## src/rtl/sdram_arb.sv

```systemverilog
// Two-port round-robin arbiter in front of a single-command SDRAM controller.
// Port A is the CPU side and port B is the DMA/video side. One access is in flight at a time.
module sdram_arb #(
   parameter int BUSY_TMO = 8,
   parameter int DATA_W   = 32
) (
   input  logic              SDRAM_CLK,
   input  logic              SDRAM_RESn,

   input  logic              A_REQ,
   input  logic              A_WE,
   input  logic [24:0]       A_ADDR,
   input  logic [DATA_W-1:0] A_DIN,
   input  logic [3:0]        A_BE,
   output logic              A_ACK,
   output logic [DATA_W-1:0] A_DOUT,

   input  logic              B_REQ,
   input  logic              B_WE,
   input  logic [24:0]       B_ADDR,
   input  logic [DATA_W-1:0] B_DIN,
   input  logic [3:0]        B_BE,
   output logic              B_ACK,
   output logic [DATA_W-1:0] B_DOUT,

   output logic              SDRAM_RD,
   output logic              SDRAM_WE,
   output logic [24:0]       SDRAM_RADDR,
   output logic [24:0]       SDRAM_WADDR,
   output logic [DATA_W-1:0] SDRAM_DIN,
   output logic [3:0]        SDRAM_BE,
   input  logic              SDRAM_RD_RDY,
   input  logic              SDRAM_WE_RDY,
   input  logic [DATA_W-1:0] SDRAM_DOUT
);

   typedef enum logic [1:0] {IDLE, ISSUE, BUSY, DONE} state_t;
   typedef enum logic {PORT_A = 1'b0, PORT_B = 1'b1} port_t;

   localparam logic [3:0] TMO_LAST = 4'(BUSY_TMO - 1);

   state_t            state_q;
   port_t             last_grant_q;
   port_t             gnt_port_q;
   logic              gnt_we_q;
   logic [24:0]       gnt_addr_q;
   logic [DATA_W-1:0] gnt_din_q;
   logic [3:0]        gnt_be_q;
   logic [3:0]        tmo_cnt_q;
   logic              a_ack_q;
   logic              b_ack_q;
   logic              rd_q;
   logic              we_q;
   logic [DATA_W-1:0] a_dout_q;
   logic [DATA_W-1:0] b_dout_q;

   logic              a_req_eff;
   logic              b_req_eff;
   logic              sel_valid;
   port_t             sel_port;
   logic              sel_we;
   logic [24:0]       sel_addr;
   logic [DATA_W-1:0] sel_din;
   logic [3:0]        sel_be;
   logic              sel_rdy;
   logic              cur_rdy;

   // A requester that is being acknowledged this cycle is still holding REQ; ignore it once.
   always_comb begin
      // NOTE: every combinational output gets a default first, so no path can infer a latch.
      a_req_eff = A_REQ & ~a_ack_q;
      b_req_eff = B_REQ & ~b_ack_q;
      sel_valid = a_req_eff | b_req_eff;
      sel_port  = PORT_A;
      if (a_req_eff && b_req_eff) begin
         sel_port = (last_grant_q == PORT_B) ? PORT_A : PORT_B;
      end else if (b_req_eff) begin
         sel_port = PORT_B;
      end

      sel_we   = A_WE;
      sel_addr = A_ADDR;
      sel_din  = A_DIN;
      sel_be   = A_BE;
      if (sel_port == PORT_B) begin
         sel_we   = B_WE;
         sel_addr = B_ADDR;
         sel_din  = B_DIN;
         sel_be   = B_BE;
      end

      sel_rdy = sel_we   ? SDRAM_WE_RDY : SDRAM_RD_RDY;
      cur_rdy = gnt_we_q ? SDRAM_WE_RDY : SDRAM_RD_RDY;
   end

   always_ff @(posedge SDRAM_CLK or negedge SDRAM_RESn) begin
      if (!SDRAM_RESn) begin
         state_q      <= IDLE;
         last_grant_q <= PORT_B;
         gnt_port_q   <= PORT_A;
         gnt_we_q     <= 1'b0;
         gnt_addr_q   <= '0;
         gnt_din_q    <= '0;
         gnt_be_q     <= '0;
         tmo_cnt_q    <= '0;
         a_ack_q      <= 1'b0;
         b_ack_q      <= 1'b0;
         rd_q         <= 1'b0;
         we_q         <= 1'b0;
         a_dout_q     <= '0;
         b_dout_q     <= '0;
      end else begin
         // NOTE: non-blocking everywhere here, so every branch reads the pre-edge values.
         a_ack_q <= 1'b0;
         b_ack_q <= 1'b0;
         rd_q    <= 1'b0;
         we_q    <= 1'b0;

         case (state_q)
            IDLE: begin
               if (sel_valid && sel_rdy) begin
                  gnt_port_q   <= sel_port;
                  last_grant_q <= sel_port;
                  gnt_we_q     <= sel_we;
                  gnt_addr_q   <= sel_addr;
                  gnt_din_q    <= sel_din;
                  gnt_be_q     <= sel_be;
                  rd_q         <= ~sel_we;
                  we_q         <= sel_we;
                  state_q      <= ISSUE;
               end
            end

            ISSUE: begin
               tmo_cnt_q <= '0;
               state_q   <= BUSY;
            end

            // Ready still high after BUSY_TMO cycles means the controller completed at once.
            BUSY: begin
               if (!cur_rdy || tmo_cnt_q == TMO_LAST) begin
                  state_q <= DONE;
               end else if (tmo_cnt_q != 4'hF) begin
                  tmo_cnt_q <= tmo_cnt_q + 4'd1;
               end
            end

            DONE: begin
               if (cur_rdy) begin
                  if (gnt_port_q == PORT_A) begin
                     a_ack_q <= 1'b1;
                     if (!gnt_we_q) a_dout_q <= SDRAM_DOUT;
                  end else begin
                     b_ack_q <= 1'b1;
                     if (!gnt_we_q) b_dout_q <= SDRAM_DOUT;
                  end
                  state_q <= IDLE;
               end
            end

            default: state_q <= IDLE;
         endcase
      end
   end

   assign A_ACK       = a_ack_q;
   assign B_ACK       = b_ack_q;
   assign A_DOUT      = a_dout_q;
   assign B_DOUT      = b_dout_q;
   assign SDRAM_RD    = rd_q;
   assign SDRAM_WE    = we_q;
   assign SDRAM_RADDR = gnt_addr_q;
   assign SDRAM_WADDR = gnt_addr_q;
   assign SDRAM_DIN   = gnt_din_q;
   assign SDRAM_BE    = gnt_be_q;

endmodule

```

## config.mk

```make
export PLATFORM = sky130hd
export DESIGN_NAME = sdram_arb
export DESIGN_NICKNAME = d
export VERILOG_FILES = /design/src/rtl/sdram_arb.sv
export SDC_FILE = /design/constraint.sdc
export NUM_CORES = 1
export LEC_CHECK = 0
export CAP_MARGIN = 20
export CELL_PAD_IN_SITES_DETAIL_PLACEMENT = 0
export CELL_PAD_IN_SITES_GLOBAL_PLACEMENT = 1
export CORE_MARGIN = 1
export CORE_UTILIZATION = 35
export CTS_BUF_LIST = sky130_fd_sc_hd__clkbuf_4
export CTS_CLUSTER_SIZE = 30
export DETAILED_ROUTE_END_ITERATION = 7
export PLACE_DENSITY = 0.95
export SYNTH_ARGS = -nofsm -noshare
export SYNTH_HDL_FRONTEND = slang
export SYNTH_SLANG_ARGS = --single-unit
```

## constraint.sdc

```tcl
create_clock -name SDRAM_CLK -period 3.9 [get_ports SDRAM_CLK]
set_clock_uncertainty 0.1 [all_clocks]
set_input_delay 0.78 -clock SDRAM_CLK [delete_from_list [all_inputs] [get_ports SDRAM_CLK]]
set_output_delay 0.78 -clock SDRAM_CLK [all_outputs]
set_load 0.02 [all_outputs]
```

==> impl_metrics.ini <==
[grt]
grt_pass1_wl_um = 25430
grt_util_met2_pct = 33.42
grtUsageMet3_pct = 6.623
antenna_found_initial = 0
grt_usage_pct = 18.01
grt_overflow = 0
grt_max_degree = 72
grt_pass1_vias = 4972
grtUsageMet1_pct = 18.34
busiest_layer = met2

[die]
initial_utilization_pct = 35.63
die_area_um2 = 18830
design.core.area_um2 = 17960
fp.dieH_um = 137.2
io_pins = 316
placementRows = 49
dieWidth_um = 137.2

[place]
place_ws_ns = 0.6288
routabilityCongestion = 0.7828
io_buffers = 315
dp_hpwl_um = 13110

[synth]
yosysWarnings = 0
synth_edf_count = 0
syn_area_per_cell_um2 = 15.13
yosys-top-cells-area = dfrtp_1 54%, mux2_2 26%, mux2_4 9.4%
yosysSeqAreaShare_pct = 53.98
syn_nets = 589
async_reset_ff_share_pct = 100.0
syn_area_um2 = 6400
synth-seq-cells = 138
syn_inst = 423
yosysTopAreaCellShare_pct = 53.57
synth_area_leader_cell = dfrtp_1
synthFlopType = dfrtp_1
yosys.cell_types.count = 35

[critical_path]
startpoint = B_REQ
arrival_ns = 3.04
crit_path_max_fanout = 18
startpoint_type = input pin
endpoint_kind = register
required_ns = 4.23
r2r-start = last_grant_q
path_class = in -> reg

[pwr]
powerDensity_nw_per_um2 = 805.2
p_total_mw = 8.069
leakagePower_nw = 4.335
vdd_ir_drop_max_mv = 0.4988

[sta]
final_max_slew_viol_count = 0
setup_viol = 0
tns_ns = 0
finalWorstSetupSlack_ns = 1.190
max_freq_mhz = 369.0
tightestPinTransition_ns = 0.7062
hold_viol = 0
fin_crit_ns = 2.710
period_share_pct = 69.49
slew_headroom_pct = 52.74
grt_setup_unrepaired = no

[drt]
drt_iter0_drc = 96
drc = 0
vias = 4542
vias_per_cell = 4.697
routedWlPerCell_um = 17.67
drtPass1Iterations = 4
ant_nets = 0
drt-total-wl_um = 17090

[clock_network]
cts_setup_buffers = 0
cts_buffers = 17
htreeDepth = 4
clkSinkCount = 138
clockRootBuffer = clkbuf_4
clk_pin_slew_worst_paths_ns = 0.13
cts_tree = yes
cts_resized = 0
clock_path_buffers = 2
hold_buffers = 0
clk_latency_ns = 0.54

[finish]
final_net_count = 891
drive_above_1_share_pct = 32.25
num-fill-cells = 1479
n_antenna_cell = 0
area_growth_pct = 56.58
finish.utilization_pct = 55.78

[worst_hold_path]
min_path_type = in -> async

[run]
cap_violations = 0

[run_status]
status = finished clean
metrics by stage:
stage          area [µm²]  instances  hold slack, ns
2_1_floorplan        6400        423          0.3678
3_3_place_gp         9694        935          0.3701
3_5_place_dp         9694        935          0.3875
4_1_cts             10020        967         0.09752
5_1_grt             10020        967          0.1062
6_report            10020        967          0.1178
synthesized netlist by cell type (all sizes together) (2+ instances only):
| library cell | instances |
|---|---|
| a21oi | 5 |
| a31oi | 2 |
| and3 | 2 |
| buf | 35 |
| clkbuf | 10 |
| dfrtp | 137 |
| ha | 4 |
| inv | 10 |
| mux2 | 187 |
| mux2i | 5 |
| nand2 | 3 |
| nand4b | 2 |
| nor2 | 2 |
| nor2b | 2 |
| o21ai | 3 |
| o22ai | 2 |
critical path: stages:
cell	delay, ns
clkdlybuf4s50_1	0.47
nor2b_4	0.20
nand3_1	0.17
o2111a_1	0.22
o21ai_4	0.57
buf_4	0.28
mux2_2	0.34
area by class of cell:
class	count	area, µm²	area share [%]
Sequential cell	138	3455	34.47
Inverter	10	37.54	0.3746
Clock inverter	15	198.9	1.985
Multi-Input combinational cell	230	2626	26.21
Timing Repair Buffer	328	3289	32.83
Clock buffer	17	127.6	1.274
Tap cell	229	286.5	2.859
layout by cell type, fill, tap and decap left out, types with 3 or more instances in the layout:
| master | instances |
|---|---|
| a21oi_1 | 4 |
| buf_12 | 3 |
| buf_4 | 10 |
| clkbuf_4 | 17 |
| clkdlybuf4s50_1 | 314 |
| dfrtp_1 | 137 |
| ha_1 | 4 |
| inv_1 | 10 |
| inv_6 | 5 |
| inv_8 | 4 |
| mux2_2 | 145 |
| mux2_4 | 40 |
| mux2i_1 | 5 |
cells by family (layout without fill, tap and decap cells):
| group | after synthesis | after routing | share of synthesized area (%) |
|---|---|---|---|
| muxes | 192 | 192 | 36.03 |
| DFF | 138 | 138 | 53.98 |
| buffers and inverters | 55 | 370 | 5.376 |
| AOI/OAI and AO/OA | 19 | 19 | 2.112 |
| and+or+nand+nor | 15 | 15 | 1.720 |
| adders and majority gates | 4 | 4 | 0.7820 |
report_power, final:
part / internal [mW] / switching (mW) / leakage [nW] / total (mW)
logic: 2.45 / 2.01 / 2.49 / 4.46
clock network: 0.419 / 0.612 / 0.175 / 1.03
registers: 2.13 / 0.453 / 1.67 / 2.58
sequential cells by signal, indices dropped and copies added (netlist names):
name and cells:
last_grant_q 1, gnt_we_q 1, A_DOUT 32, SDRAM_RD 1
tmo_cnt_q 4, gnt_port_q 1, state_q 2, A_ACK 1
B_ACK 1, SDRAM_BE 4, B_DOUT 32, SDRAM_DIN 32
SDRAM_RADDR 25, SDRAM_WE 1
worst paths after layout:
kind                           endpoint  slack (ns)  depth (start not counted)
max                         SDRAM_BE[2]        1.19                          7
max reg2reg                 SDRAM_BE[2]        1.41                          6
max in group asynchronous    A_DOUT[12]        2.74                          2
min reg2reg                last_grant_q        0.41                          2
min                          B_DOUT[11]        0.12                          1
min in group SDRAM_CLK     last_grant_q        0.41                          2
routing by layer:
| layer | up-vias | share of wire (%) |
|---|---|---|
| met3 | 18 | 9.7 |
| li1 | 2095 | - |
| met5 | - | 0 |
| met2 | 200 | 53 |
| met1 | 2229 | 36 |
| met4 | 0 | 1.5 |
No activity file was read; power rests on OpenSTA's default activity.
